<file path="src/rtl/sseg_scan_if.sv">
// Bus between a BCD source and the seven-segment scan driver: digit/control
// inputs towards the driver, active-low display lines back out.
interface sseg_scan_if;
  logic       en;
  logic       load;
  logic [3:0] bcd3;
  logic [3:0] bcd2;
  logic [3:0] bcd1;
  logic [3:0] bcd0;
  logic [3:0] dp_mask;
  logic       lz_blank;
  logic [3:0] an;
  logic [6:0] seg;
  logic       dp;

  modport master (
    output en, load, bcd3, bcd2, bcd1, bcd0, dp_mask, lz_blank,
    input  an, seg, dp
  );

  modport slave (
    input  en, load, bcd3, bcd2, bcd1, bcd0, dp_mask, lz_blank,
    output an, seg, dp
  );
endinterface

</file>
<file path="src/rtl/sseg_scan.sv">
// Time-multiplexed 4-digit common-anode seven-segment driver with shadow
// registers, an anti-ghosting dark gap per slot and leading-zero blanking.
module sseg_scan #(
  parameter int REFRESH_DIV = 100_000,
  parameter int GAP_CYCLES  = 200
) (
  input  logic        clk,
  input  logic        rst_n,
  sseg_scan_if.slave  bus
);

  localparam int CW = $clog2(REFRESH_DIV);

  typedef enum logic {GAP, SHOW} phase_t;

  phase_t          state, state_nxt;
  logic [CW-1:0]   slot_cnt, slot_cnt_nxt, cnt_inc;
  logic [1:0]      digit, digit_nxt;

  logic [3:0][3:0] shadow;
  logic [3:0]      dp_sh;
  logic            lz_sh;
  logic [3:0]      blank;

  logic [3:0]      an_d, an_q;
  logic [6:0]      seg_d, seg_q;
  logic            dp_d, dp_q;

  function automatic logic [6:0] decode(input logic [3:0] v);
    case (v)
      4'd0:    decode = 7'b1000000;
      4'd1:    decode = 7'b1111001;
      4'd2:    decode = 7'b0100100;
      4'd3:    decode = 7'b0110000;
      4'd4:    decode = 7'b0011001;
      4'd5:    decode = 7'b0010010;
      4'd6:    decode = 7'b0000010;
      4'd7:    decode = 7'b1111000;
      4'd8:    decode = 7'b0000000;
      4'd9:    decode = 7'b0010000;
      default: decode = 7'b0111111;
    endcase
  endfunction

  always_ff @(posedge clk or negedge rst_n) begin
    if (!rst_n) begin
      state    <= GAP;
      slot_cnt <= '0;
      digit    <= 2'd0;
    end else begin
      state    <= state_nxt;
      slot_cnt <= slot_cnt_nxt;
      digit    <= digit_nxt;
    end
  end

  // state always mirrors whether slot_cnt sits inside the dark gap
  always_comb begin
    cnt_inc      = slot_cnt + CW'(1);
    state_nxt    = state;
    slot_cnt_nxt = slot_cnt;
    digit_nxt    = digit;
    if (!bus.en) begin
      state_nxt    = GAP;
      slot_cnt_nxt = '0;
      digit_nxt    = 2'd0;
    end else if (slot_cnt == CW'(REFRESH_DIV - 1)) begin
      state_nxt    = GAP;
      slot_cnt_nxt = '0;
      digit_nxt    = digit + 2'd1;
    end else begin
      slot_cnt_nxt = cnt_inc;
      state_nxt    = (cnt_inc < CW'(GAP_CYCLES)) ? GAP : SHOW;
    end
  end

  always_ff @(posedge clk or negedge rst_n) begin
    if (!rst_n) begin
      shadow <= '0;
      dp_sh  <= 4'd0;
      lz_sh  <= 1'b0;
    end else if (bus.load) begin
      shadow <= {bus.bcd3, bus.bcd2, bus.bcd1, bus.bcd0};
      dp_sh  <= bus.dp_mask;
      lz_sh  <= bus.lz_blank;
    end
  end

  // A digit is a leading zero only if it and everything above it is zero with no point lit
  always_comb begin
    blank    = 4'd0;
    blank[3] = lz_sh && (shadow[3] == 4'd0) && !dp_sh[3];
    blank[2] = blank[3] && (shadow[2] == 4'd0) && !dp_sh[2];
    blank[1] = blank[2] && (shadow[1] == 4'd0) && !dp_sh[1];
  end

  always_comb begin
    an_d  = 4'b1111;
    seg_d = 7'h7F;
    dp_d  = 1'b1;
    if (bus.en && (state == SHOW) && !blank[digit]) begin
      an_d  = ~(4'b0001 << digit);
      seg_d = decode(shadow[digit]);
      dp_d  = ~dp_sh[digit];
    end
  end

  always_ff @(posedge clk or negedge rst_n) begin
    if (!rst_n) begin
      an_q  <= 4'b1111;
      seg_q <= 7'h7F;
      dp_q  <= 1'b1;
    end else begin
      an_q  <= an_d;
      seg_q <= seg_d;
      dp_q  <= dp_d;
    end
  end

  assign bus.an  = an_q;
  assign bus.seg = seg_q;
  assign bus.dp  = dp_q;

endmodule

</file>
<file path="src/flat_wrapper.sv">
// flat-port wrapper written by rule: the top's interface ports become plain ports
module sseg_scan_flat 
#(
  parameter int REFRESH_DIV = 100_000,
  parameter int GAP_CYCLES  = 200
)
  (clk, rst_n, bus_en, bus_load, bus_bcd3, bus_bcd2, bus_bcd1, bus_bcd0, bus_dp_mask, bus_lz_blank, bus_an, bus_seg, bus_dp);
  sseg_scan_if bus_i ();
  input  logic clk;
  input  logic rst_n;
  input wire logic [$bits(bus_i.en)-1:0] bus_en;
  input wire logic [$bits(bus_i.load)-1:0] bus_load;
  input wire logic [$bits(bus_i.bcd3)-1:0] bus_bcd3;
  input wire logic [$bits(bus_i.bcd2)-1:0] bus_bcd2;
  input wire logic [$bits(bus_i.bcd1)-1:0] bus_bcd1;
  input wire logic [$bits(bus_i.bcd0)-1:0] bus_bcd0;
  input wire logic [$bits(bus_i.dp_mask)-1:0] bus_dp_mask;
  input wire logic [$bits(bus_i.lz_blank)-1:0] bus_lz_blank;
  output wire logic [$bits(bus_i.an)-1:0] bus_an;
  output wire logic [$bits(bus_i.seg)-1:0] bus_seg;
  output wire logic [$bits(bus_i.dp)-1:0] bus_dp;
  assign bus_i.en = bus_en;
  assign bus_i.load = bus_load;
  assign bus_i.bcd3 = bus_bcd3;
  assign bus_i.bcd2 = bus_bcd2;
  assign bus_i.bcd1 = bus_bcd1;
  assign bus_i.bcd0 = bus_bcd0;
  assign bus_i.dp_mask = bus_dp_mask;
  assign bus_i.lz_blank = bus_lz_blank;
  assign bus_an = bus_i.an;
  assign bus_seg = bus_i.seg;
  assign bus_dp = bus_i.dp;
  sseg_scan #(.REFRESH_DIV(REFRESH_DIV), .GAP_CYCLES(GAP_CYCLES)) u_core (.clk(clk), .rst_n(rst_n), .bus(bus_i));
endmodule
</file>
<file path="config.mk">
export PLATFORM = sky130hd
export DESIGN_NAME = sseg_scan_flat
export DESIGN_NICKNAME = d
export VERILOG_FILES = /design/src/rtl/sseg_scan_if.sv /design/src/rtl/sseg_scan.sv /design/src/flat_wrapper.sv
export SDC_FILE = /design/constraint.sdc
export NUM_CORES = 1
export LEC_CHECK = 0
export BUFFER_PORTS_ARGS = -buffer_cell sky130_fd_sc_hd__buf_2
export CORE_MARGIN = 2
export CORE_UTILIZATION = 40
export DETAILED_ROUTE_END_ITERATION = 10
export PLACE_DENSITY_LB_ADDON = 0.05
export SYNTH_ARGS = -nofsm -noshare
export SYNTH_HDL_FRONTEND = slang
export SYNTH_SLANG_ARGS = --single-unit
</file>
<file path="constraint.sdc">
create_clock -name clk -period 1.76 [get_ports clk]
set_input_delay 0.176 -clock clk [delete_from_list [all_inputs] [get_ports clk]]
set_output_delay 0.176 -clock clk [all_outputs]
set_load 0.02 [all_outputs]
</file>
# ---- After elaboration in Yosys (flattened, before gate mapping)
# Memories as Yosys holds them, arrays and structs flattened.
# Cells that the tools add are included.
dict set report op_classes {
  n_mux 16
  n_reduce_logical 15
  shift 1
  n_eq_ne 2
  addsub 2
  n_lt_le_gt_ge 2
  bitwise 2
}
# op n
set op_table {}
lappend op_table {{$mux 17} 2}
lappend op_table {{$add 17x1->17 const B} 1}
lappend op_table {{$eq 17x17->1 const B} 1}
lappend op_table {{$lt 17x8->1 const B} 1}
lappend op_table {{$logic_not 4->1} 3}
lappend op_table {{$bmux 4 s2} 1}
lappend op_table {{$logic_and 1x1->1} 8}
lappend op_table {{$mux 4} 2}
lappend op_table {{$mux 7} 1}
lappend op_table {{$mux 1} 6}
lappend op_table {{$bmux 1 s2} 2}
lappend op_table {{$logic_not 1->1} 4}
lappend op_table {{$mux 2} 2}
lappend op_table {{$not 4->4} 1}
lappend op_table {{$shl 1x2->4 const A} 1}
lappend op_table {{$lt 2x3->1 const B} 1}
lappend op_table {{$add 2x1->2 const B} 1}
lappend op_table {{$ne 2x1->1 const B} 1}
lappend op_table {{$not 1->1} 1}
dict set report word_totals {
  romBits 112
  regBits 53
  out_inout_bits 12
  inputBits 25
  memories 1
}
# name depth width read_ports rd_clocked_by_memory_dff wr line
set memory_table {}
lappend memory_table {{(name not given)} 16 7 1 0 0 sseg_scan.sv:30} ;# case (v)

# ---- Longest topological paths before layout
# Gate-level depths: netlist of run 1.
dict set report depth {
  word_depth 12
  mapped_depth 8
  depth_no_buf 6
}

# ---- Worst setup path before layout of run 1
# OpenSTA, ideal clock, no wires.
dict set report synth_path {
  path_type {register to register}
  start {reg u_core.slot_cnt[0]}
  end {reg u_core.state}
  n_path_buf 0
  setup_ns 0.082
  path_stages_with_launch 7
  t_required_ns 1.678
  arrival_time_ns 1.722
  slack_ns -0.044
  path_cell_list {dfrtp_1 ha_1 nand4_1 nor3_2 mux2_1 o22a_1 a31oi_1}
}
dict set report synth_between {
  elab_chain_len 5
}
# element line
set synth_lines {}
lappend synth_lines {{start, declared} sseg_scan.sv:17} ;# logic [CW-1:0] slot_cnt, slot_cnt_nxt, cnt_inc;
lappend synth_lines {{start signal, assigned} sseg_scan.sv:52} ;# slot_cnt <= slot_cnt_nxt;
lappend synth_lines {{$add 17x1->17} sseg_scan.sv:59} ;# cnt_inc = slot_cnt + CW'(1);
lappend synth_lines {{$lt 17x8->1} sseg_scan.sv:73} ;# state_nxt = (cnt_inc < CW'(GAP_CYCLES)) ? GAP : SHOW;
lappend synth_lines {{$mux 1} sseg_scan.sv:73}
lappend synth_lines {{$mux 1 *} sseg_scan.sv:67} ;# end else if (slot_cnt == CW'(REFRESH_DIV - 1)) begin
lappend synth_lines {{$mux 1 *} sseg_scan.sv:63} ;# if (!bus.en) begin
lappend synth_lines {{via u_core.state_nxt} sseg_scan.sv:16} ;# phase_t state, state_nxt;
lappend synth_lines {{end signal, assigned} sseg_scan.sv:51} ;# state <= state_nxt;
lappend synth_lines {{end, declared} sseg_scan.sv:16}
# The timed path passes the listed nets; every way through them passes the cells marked *.
# A chain may end at the register's enable or synchronous reset.

# ---- Final worst setup path of run 1
dict set report layout_path {
  start {reg u_core.slot_cnt[1]}
  end {reg u_core.state}
}
# Same word-level chain as after synthesis.

==> summary.txt, run 1 <==
Clocking
  – CTS tree: done
  – CTS Sinks: 53
  – Total CTS buffers: 5
  – Deepest level of the CTS H-tree: 2
  – Root Driver: clkbuf_8
  – Worst-Skew Late Latency: around 300 ps
  – Clock buffer depth: 2
  – Clk slew on worst S/H paths: approximately 100 ps

GRT
  – Number of global-route vias before repair: 1835
  – Overflow after GRT: 0
  – GRT Resource Usage Total: approximately 16%
  – Global-route wire length before repair: slightly above 9000 µm
  – Maximum number of pins on one net before global-route repair: 29
  – Number of antenna violations at the first check in global routing: 0

Drt
  – Routed length per instance: around 15 µm
  – Number of search-and-repair iterations in the first detailed-routing pass: 4
  – Met1 Routed Length: about 3000 µm
  – Post-Route WL: 5792 µm
  – Residual antenna-violating net count after detailed routing: 0
  – Total via count after detailed routing: approximately 2000
  – Number of remaining DRC errors: 0
  – Routed vias/inst: a little over 5
  – Met2 wirelength from detailed routing: 2535 µm
  – Top routing layer in use: met4
  – Starting DRC count in detailed routing: 42
  – Routed met3 length: ~210 µm

Synth
  – Gate Count Post-Synth: roughly 240
  – Net count after synthesis: around 280
  – Sequential area share after synthesis: 48.75%
  – Number of storage elements in the synthesis netlist: between 50 and 60
  – Ys Warns: 0
  – Per-instance average area after synthesis: approximately 11 µm²
  – Post-Syn Area: around 0.0028 mm²
  – Number of enable-type register cells in the synthesized netlist: 0
  – Most used flip-flop cell after synthesis: dfrtp_1
  – Unique cell type count in the Yosys netlist: 48
  – Share of async-settable or async-resettable flops after synthesis: 100.0%

Pwr
  – Internal Dissipation: about 0.0017 W
  – Peak supply drop: about 0.32 mV
  – Power per cell area: around 660 mW/mm²
  – Clock group share of total power: between 30% and 40%
  – Total power of the final layout: 0.002267 W
  – Comb pwr share: approximately 11%
  – Switching component of the power: 0.0005760 W
  – Sequential group share of total power: 58.1%
  – Proportion of total power due to net switching: 25.41%
  – Leak Pwr: 1.511 nW

Timing
  – Hold_ws: approximately 93 ps
  – Worst setup margin: 27.55 ps
  – Fin. Hold Viols: 0
  – RSZ-0062 raised after global routing: yes
  – Tcrit/Tclk final: around 98%
  – Slew at the pin closest to its max-slew limit: 463.4 ps
  – Number of max-slew violations in the final report: 0
  – Minimum period implied by the final worst setup slack: around 1700 ps
  – Final number of setup-violating endpoints: 0
  – Headroom to the max-slew limit: 69.11%
  – Worst clock skew: between 5 and 6 ps
  – Fmax: between 500 and 600 MHz

Finish
  – Layout overhead on the synthesized area: 24.51%
  – Final std cell area, no fill: approximately 0.0034 mm²
  – Final instance count without filler cells: 395
  – Layout cell share with drive strength beyond 1: 46.03%
  – Fill count: just over 600
  – # diodes: 0
  – Commonest non-fill, non-tap cell in the layout: buf_4
  – Leading cell types in the layout, fill and taps excluded: 41 x buf_4, 39 x dfrtp_1, 36 x buf_2, 24 x nor2_1, 21 x mux2_2
  – Number of nets in the layout: between 300 and 400

Hold path
  – Hold Crit Endpoint: u_core.lz_sh
  – Min-delay worst type: input port to register
  – Beginning of the worst hold path: bus_lz_blank
  – Hold Path Depth: 2

Worst setup path
  – CP Buf/Inv Count: 0
  – Required time of the worst setup path: 1990 ps
  – Register-to-Register Path Depth: 6
  – Classification of the worst setup path: register to register
  – Endpoint of the most critical register-to-register path: u_core.state
  – Critical path cell sequence: ha_2, nand4_1, nor3_2, mux2_4, o22a_1, a31oi_1
  – Critical R2R Launch: u_core.slot_cnt[1]
  – Slowest stage delay, CP: ~370 ps
  – CP max stage cell: dfrtp_1
  – Category of the worst setup path capture point: register
  – Data arrival time of the critical path: roughly 2000 ps
  – CP max FO: 3
  – Kind of cell adding the most delay to the critical path: simple AND/OR/NAND/NOR gates
  – Startpoint type of the worst setup path: register
  – R2R Setup Slk: 30 ps

Floorplan
  – Width of the die: slightly below 90 µm
  – Effective utilization at floorplan: roughly two fifths
  – Standard-cell rows: 30
  – Num ports: 37
  – Chip Height: 86.94 µm
  – Total die area: about 0.0076 mm²
  – Core area: 0.006719 mm²

Job
  – Number of maximum-capacitance constraint violations: 0

Place
  – Number of cells after detailed placement: 380
  – Worst setup slack after placement: -75.93 ps
  – Area after DPL: approximately 0.0032 mm²
  – PortBufs: 36
  – Final estimated routing congestion in global placement: between 0.8 and 0.9
  – Final HPWL from detailed placement: approximately 4300 µm

Run status
  – Status: finished, final reports clean
## synth_stat cells (5+ instances only)
library cell,n,share of area [%]
mux4_2,5,4.1
dfstp_2,12,11
inv_1,6,0.82
o21ai_1,8,1.5
ha_1,10,4.5
mux2_2,21,8.6
nor4_1,5,1.1
nand2_1,19,2.6
nor2_1,25,3.4
nand4_1,5,1.1
xnor2_1,8,2.5
dfrtp_1,41,37
xor2_1,7,2.2
mux2i_1,5,1.8
nand3_1,6,1.1
## per-layer routing
| layer | up-vias | global-route usage (%) |
|---|---|---|
| met5 | - | 0 |
| met4 | 0 | 4.261 |
| met3 | 4 | 3.223 |
| met2 | 39 | 22.07 |
| met1 | 1010 | 25.12 |
| li1 | 996 | - |
## power groups by stage
| stage | combinational (W) | sequential, W | clock, W |
|---|---|---|---|
| 2_1_floorplan | 0.000150 | 0.00132 | 0 |
| 5_1_grt | 0.000284 | 0.00133 | 0.000785 |
| 3_3_place_gp | 0.000240 | 0.00134 | 0 |
| 4_1_cts | 0.000249 | 0.00132 | 0.000737 |
| 6_report | 0.000253 | 0.00132 | 0.000697 |
| 3_5_place_dp | 0.000242 | 0.00134 | 0 |
## cell type report
class	count	area [µm²]	area share (%)
flip-flops and latches	53	1344	39.23
well taps	80	100.1	2.922
multi-input cells	170	1371	40.03
inverters	6	22.52	0.6574
clock buffers	5	68.82	2.009
clock inverters	3	21.27	0.6209
repair buffers	78	498.0	14.54
## repair_timing
item,4_1_cts,5_1_grt
resized for setup,3,15
hold buffers,1,0
endpoints found under the hold margin,9,0
pin swaps,1,11
endpoints found under the setup margin,2,16
setup buffers,3,3
## worst max path at each step
stage | startpoint | endpoint | slack [ps] | depth (start not counted)
floorplan | u_core.slot_cnt[5] | u_core.state | 4 | 6
global placement | u_core.slot_cnt[0] | u_core.slot_cnt[16] | -10 | 7
detailed placement | u_core.slot_cnt[0] | u_core.slot_cnt[16] | -80 | 7
CTS | u_core.digit[0] | u_core.bus.seg[3] | 5 | 6
global route | u_core.slot_cnt[1] | u_core.state | -70 | 6
finish | u_core.slot_cnt[1] | u_core.state | 30 | 6
## state kept, by name (all words and copies together), names as in the netlist
register	flops
u_core.state	1
u_core.bus.an	4
u_core.dp_sh	4
u_core.bus.seg	7
u_core.lz_sh	1
u_core.shadow	16
u_core.digit	2
u_core.slot_cnt	17
u_core.bus.dp	1
## per-stage QoR
step	setup TNS, ps	util, %
5_1_grt	-185.1	50.99
4_1_cts	0	49.96
3_5_place_dp	-102.4	47.90
3_3_place_gp	-11.49	47.90
2_1_floorplan	0	-
6_report	0	50.99
## cell families after synthesis
group | share of synthesized area, %
fa+ha+maj | 4.548
flops | 48.75
mux | 15.33
xor+xnor | 4.775
simple gates | 17.51
compound gates | 5.503
buf+inv | 3.592
## worst reg2reg max path: stages, from the launching register on
cell	delay (ps)
dfrtp_1	370
ha_2	190
nand4_1	180
nor3_2	270
mux2_4	320
o22a_1	190
a31oi_1	130
Note: power is estimated with default switching activity, not from simulation.
==> run 2: changes to the inputs <==
GPL_ROUTABILITY_DRIVEN = 0   (was not set)
clock period = 1.95 ns   (was 1.76 ns; I/O delays follow)
==> run 2 against run 1 <==
Effect of this change:
- worst setup slack better by 110 ps
- register-to-register slack better by 110 ps
- critical endpoint unchanged
- hold slack better by 8.4 ps
- non-clock buffer count is 27 lower
==> summary.txt, run 2 (synthesized netlist as in run 1, its figures left out) <==
Run status
  – Status: finished, final reports clean

Clocking
  – CTS tree: done
  – CTS Sinks: 53
  – Clk slew on worst S/H paths: between 100 and 150 ps
  – Clock buffer depth: 2
  – Deepest level of the CTS H-tree: 2
  – Root Driver: clkbuf_8
  – Worst-Skew Late Latency: 310 ps
  – Total CTS buffers: 5

Worst setup path
  – Startpoint type of the worst setup path: register
  – Register-to-Register Path Depth: 5
  – Critical R2R Launch: u_core.slot_cnt[9]
  – Data arrival time of the critical path: between 2000 and 2500 ps
  – R2R Setup Slk: about 130 ps
  – Category of the worst setup path capture point: register
  – Required time of the worst setup path: about 2200 ps
  – CP max FO: 8
  – Endpoint of the most critical register-to-register path: u_core.state
  – Classification of the worst setup path: register to register

Floorplan
  – Num ports: 37
  – Width of the die: between 80 and 90 µm
  – Standard-cell rows: 30
  – Chip Height: a little under 90 µm
  – Effective utilization at floorplan: around 41%
  – Core area: 0.006719 mm²
  – Total die area: between 0.007 and 0.008 mm²

Finish
  – Number of flip-flops in the largest register: 17
  – Final std cell area, no fill: roughly 0.0032 mm²
  – Commonest non-fill, non-tap cell in the layout: dfrtp_1
  – Layout cell share with drive strength beyond 1: a little over a third
  – Number of nets in the layout: between 300 and 400
  – Layout overhead on the synthesized area: 16.69%
  – # diodes: 0
  – Largest register by flop count: u_core.slot_cnt
  – Leading cell types in the layout, fill and taps excluded: 40 x dfrtp_1, 36 x buf_2, 25 x nor2_1, 21 x mux2_2, 19 x nand2_1
  – Fraction of the core area covered by cells at the end of the flow: 47.78%

Timing
  – Slew at the pin closest to its max-slew limit: between 400 and 500 ps
  – Aggregate negative setup slack: 0 ps
  – Fmax: 550.5 MHz
  – Worst setup margin: between 100 and 150 ps
  – Tcrit/Tclk final: ~93%
  – Final number of setup-violating endpoints: 0
  – Minimum period implied by the final worst setup slack: around 1800 ps
  – RSZ-0062 raised after global routing: yes
  – Worst clock skew: roughly 12 ps
  – Fin. Hold Viols: 0
  – Number of max-slew violations in the final report: 0
  – Headroom to the max-slew limit: 67.42%

Pwr
  – Peak supply drop: roughly 0.28 mV
  – Total power of the final layout: between 0.002 and 0.0025 W
  – Leak Pwr: 1.383 nW
  – Power per cell area: between 600 and 700 mW/mm²

Drt
  – Number of search-and-repair iterations in the first detailed-routing pass: 4
  – Routed met3 length: just over 200 µm
  – Top routing layer in use: met4
  – Total via count after detailed routing: about 1900
  – Met2 wirelength from detailed routing: about 2300 µm
  – Number of remaining DRC errors: 0
  – Starting DRC count in detailed routing: a little under 100
  – Residual antenna-violating net count after detailed routing: 0
  – Routed vias/inst: 5.234
  – Routed length per instance: approximately 15 µm
  – Post-Route WL: ~5600 µm
  – Met1 Routed Length: roughly 3000 µm

GRT
  – Global-route wire length before repair: approximately 9500 µm
  – Maximum number of pins on one net before global-route repair: 36
  – Number of antenna violations at the first check in global routing: 0
  – GRT Resource Usage Total: approximately 16%
  – Overflow after GRT: 0
  – Number of global-route vias before repair: about 1800

Hold path
  – Beginning of the worst hold path: bus_bcd2[2]
  – Hold Path Depth: 2
  – Hold Crit Endpoint: u_core.shadow[10]
  – Min-delay worst type: input port to register

Place
  – Worst setup slack after placement: 127.7 ps
  – PortBufs: 36
  – Final HPWL from detailed placement: 3975 µm
  – Area after DPL: between 0.003 and 0.004 mm²

Job
  – Number of maximum-capacitance constraint violations: 0
[run 2: cell count changes in the layout (fill, tap and decap cells not counted), moves of 2 or more]
cell / delta
buf_4: -29
buf_12: +2
inv_1: +2
inv_2: -2
nor4_1: +2
nor4_2: -2
[run 2: what timing repair did]
| action | CTS | global route |
|---|---|---|
| endpoints found under the setup margin | 0 | 4 |
| setup buffers | 0 | 0 |
| hold buffers | 1 | 0 |
| gates resized for setup | 0 | 4 |
| hold endpoints to repair | 18 | 0 |
[run 2: metrics by stage]
stage / hold slack [ps] / instances
2_1_floorplan: -100.6 / 242
3_3_place_gp: 186.1 / 359
3_5_place_dp: 197.0 / 359
4_1_cts: 96.10 / 368
5_1_grt: 93.02 / 368
6_report: 101.7 / 368
[run 2: how the worst max path moves through the flow]
stage                          end  slack [ps]               start  depth (start not counted)
3_5_place_dp   u_core.slot_cnt[16]         130  u_core.slot_cnt[0]                          7
3_3_place_gp          u_core.state         130  u_core.slot_cnt[0]                          6
4_1_cts               u_core.state          90  u_core.slot_cnt[0]                          6
2_1_floorplan         u_core.state         150  u_core.slot_cnt[0]                          6
6_report              u_core.state         130  u_core.slot_cnt[9]                          5
5_1_grt               u_core.state         -30  u_core.slot_cnt[9]                          5
[run 2: critical path, stage by stage (launching register included)]
cell and delay (ps):
dfrtp_1 520, nand3_1 260, nor3_2 260, mux2_1 350, o22a_1 200, a31oi_1 150
[run 2: cell type report]
class / instances / area [µm²]
fillers: 657 / 3508
clock inverters: 3 / 25.02
flip-flops and latches: 53 / 1343
well taps: 80 / 100.1
multi-input cells: 170 / 1331
inverters: 6 / 22.52
clock buffers: 5 / 68.82
repair buffers: 51 / 320.3
[run 2: per-layer routing]
metal	global-route usage [%]	vias up
li1	-	935
met1	25.84	947
met2	21.93	40
met3	3.128	4
met4	4.119	0
met5	0	-
[run 2: report_power, final]
part,total [W],internal (W),switching [W]
logic,0.000213,0.000110,0.000104
registers,0.00119,0.00115,0.0000368
clock network,0.000656,0.000260,0.000396
==> run 3: changes to the inputs <==
CORE_UTILIZATION = 57   (was 40)
==> run 3 against run 2 <==
Effect of this change:
- clock skew decreased by 3.2 ps
- hold slack about the same
- combinational power decreased by 4%
- largest cell class unchanged
- sequential power about the same
- global-route usage increased by 4.9 points
- die area decreased by 29%
- via count decreased by 0.83%
- clock power increased by 35%
- largest power group unchanged
==> summary.txt, run 3 (synthesized netlist as in run 1, its figures left out) <==
Run status
  – Status: finished, final reports clean

Drt
  – Number of search-and-repair iterations in the first detailed-routing pass: 4
  – Post-Route WL: just over 5000 µm
  – Routed length per instance: 15.13 µm
  – Total via count after detailed routing: ~1900
  – Starting DRC count in detailed routing: 96
  – Residual antenna-violating net count after detailed routing: 0
  – Number of remaining DRC errors: 0
  – Routed vias/inst: 5.585

Timing
  – Worst clock skew: ~8.7 ps
  – Final number of setup-violating endpoints: 0
  – Fmax: 557.9 MHz
  – Minimum period implied by the final worst setup slack: ~1800 ps
  – Tcrit/Tclk final: about nine tenths
  – RSZ-0062 raised after global routing: no
  – Fin. Hold Viols: 0
  – Slew at the pin closest to its max-slew limit: approximately 650 ps
  – Aggregate negative setup slack: 0 ps
  – Number of max-slew violations in the final report: 0
  – Headroom to the max-slew limit: 56.70%

Floorplan
  – Chip Height: ~73 µm
  – Standard-cell rows: 25
  – Total die area: between 0.005 and 0.006 mm²
  – Core area: around 0.0047 mm²
  – Width of the die: around 73 µm
  – Num ports: 37
  – Effective utilization at floorplan: between 50% and 60%

GRT
  – Number of antenna violations at the first check in global routing: 0
  – Maximum number of pins on one net before global-route repair: 54
  – Overflow after GRT: 0
  – GRT Resource Usage Total: 21.02%
  – Global-route wire length before repair: 8652 µm
  – Number of global-route vias before repair: ~1800

Pwr
  – Leak Pwr: 1.394 nW
  – Power per cell area: just over 700 mW/mm²
  – Total power of the final layout: around 0.0023 W
  – Peak supply drop: around 0.57 mV

Place
  – Area after DPL: ~0.0030 mm²
  – Final HPWL from detailed placement: roughly 3700 µm
  – PortBufs: 36

Finish
  – Largest register by flop count: u_core.slot_cnt
  – Number of nets in the layout: between 300 and 400
  – # diodes: 0
  – Layout cell share with drive strength beyond 1: 36.46%
  – Leading cell types in the layout, fill and taps excluded: 40 x dfrtp_1, 36 x buf_2, 25 x nor2_1, 21 x mux2_2, 19 x nand2_1
  – Layout overhead on the synthesized area: 16.33%
  – Final std cell area, no fill: ~0.0032 mm²
  – Number of flip-flops in the largest register: 17
  – Fill count: 350
  – Commonest non-fill, non-tap cell in the layout: dfrtp_1
  – Fraction of the core area covered by cells at the end of the flow: between 60% and 70%

Worst setup path
  – Launch point of the critical path: u_core.slot_cnt[0]
  – Register-to-Register Path Depth: 6
  – Startpoint type of the worst setup path: register
  – Category of the worst setup path capture point: register
  – Critical R2R Launch: u_core.slot_cnt[0]
  – Data arrival time of the critical path: between 2000 and 2500 ps
  – Classification of the worst setup path: register to register
  – Required time of the worst setup path: approximately 2200 ps
  – CP max FO: 5

Hold path
  – Hold Path Depth: 2
  – Beginning of the worst hold path: bus_bcd2[0]
  – Min-delay worst type: input port to register

Clocking
  – Clock buffer depth: 2
  – Worst-Skew Late Latency: approximately 310 ps
  – Post-CTS setup-driven buffer insertion count: 0
  – Total CTS buffers: 5
  – Deepest level of the CTS H-tree: 2
  – Clk slew on worst S/H paths: 100 ps
  – CTS tree: done
  – Root Driver: clkbuf_8
  – CTS Sinks: 53

Job
  – Number of maximum-capacitance constraint violations: 0
run 3: metal layers:
metal	GRT usage, %	share of wire (%)	vias up
met2	29.56	45	42
met4	6.667	1.5	0
met5	0	0	-
li1	-	-	941
met1	32.29	50	921
met3	4.527	3.9	6
run 3: final timing paths:
kind	endpoint	slack, ps
setup / recovery	u_core.state	160
hold / removal	u_core.shadow[8]	100
setup reg to reg	u_core.state	160
hold reg to reg	u_core.slot_cnt[0]	470
max in group asynchronous	u_core.digit[0]	960
min in group asynchronous	u_core.slot_cnt[7]	510
run 3: area by class of cell:
class	count	area, µm²	area share, %
flip-flops and latches	53	1343	41.95
repair buffers	51	307.8	9.617
well taps	54	67.56	2.111
inverters	6	22.52	0.7037
clock inverters	3	68.82	2.150
clock buffers	5	68.82	2.150
multi-input cells	170	1323	41.32
run 3: per-stage QoR:
stage	hold WS (ps)	setup WS [ps]	std cells
floorplan	-100.6	145.6	242
global placement	344.2	182.9	333
detailed placement	345.4	124.7	333
CTS	90.51	85.11	342
global route	87.70	0.4294	342
finish	101.6	157.7	342
run 3: where the power goes:
part	switching, W	internal, W	total (W)
Combinational	0.0000995	0.000105	0.000205
Clock	0.000369	0.000516	0.000886
Sequential	0.0000385	0.00115	0.00119
Total	0.000507	0.00177	0.00228
run 3: what timing repair did:
item | in CTS | in global routing
resized for setup | 0 | 3
endpoints found under the hold margin | 6 | 0
hold buffers | 1 | 0
endpoints found under the setup margin | 0 | 3
run 3: worst max-delay path, stage by stage, from the launching register on:
cell and delay [ps]:
dfrtp_1 380, ha_2 230, nand4_1 160, nor3_2 250
mux2_1 340, o22a_1 200, a31oi_1 160
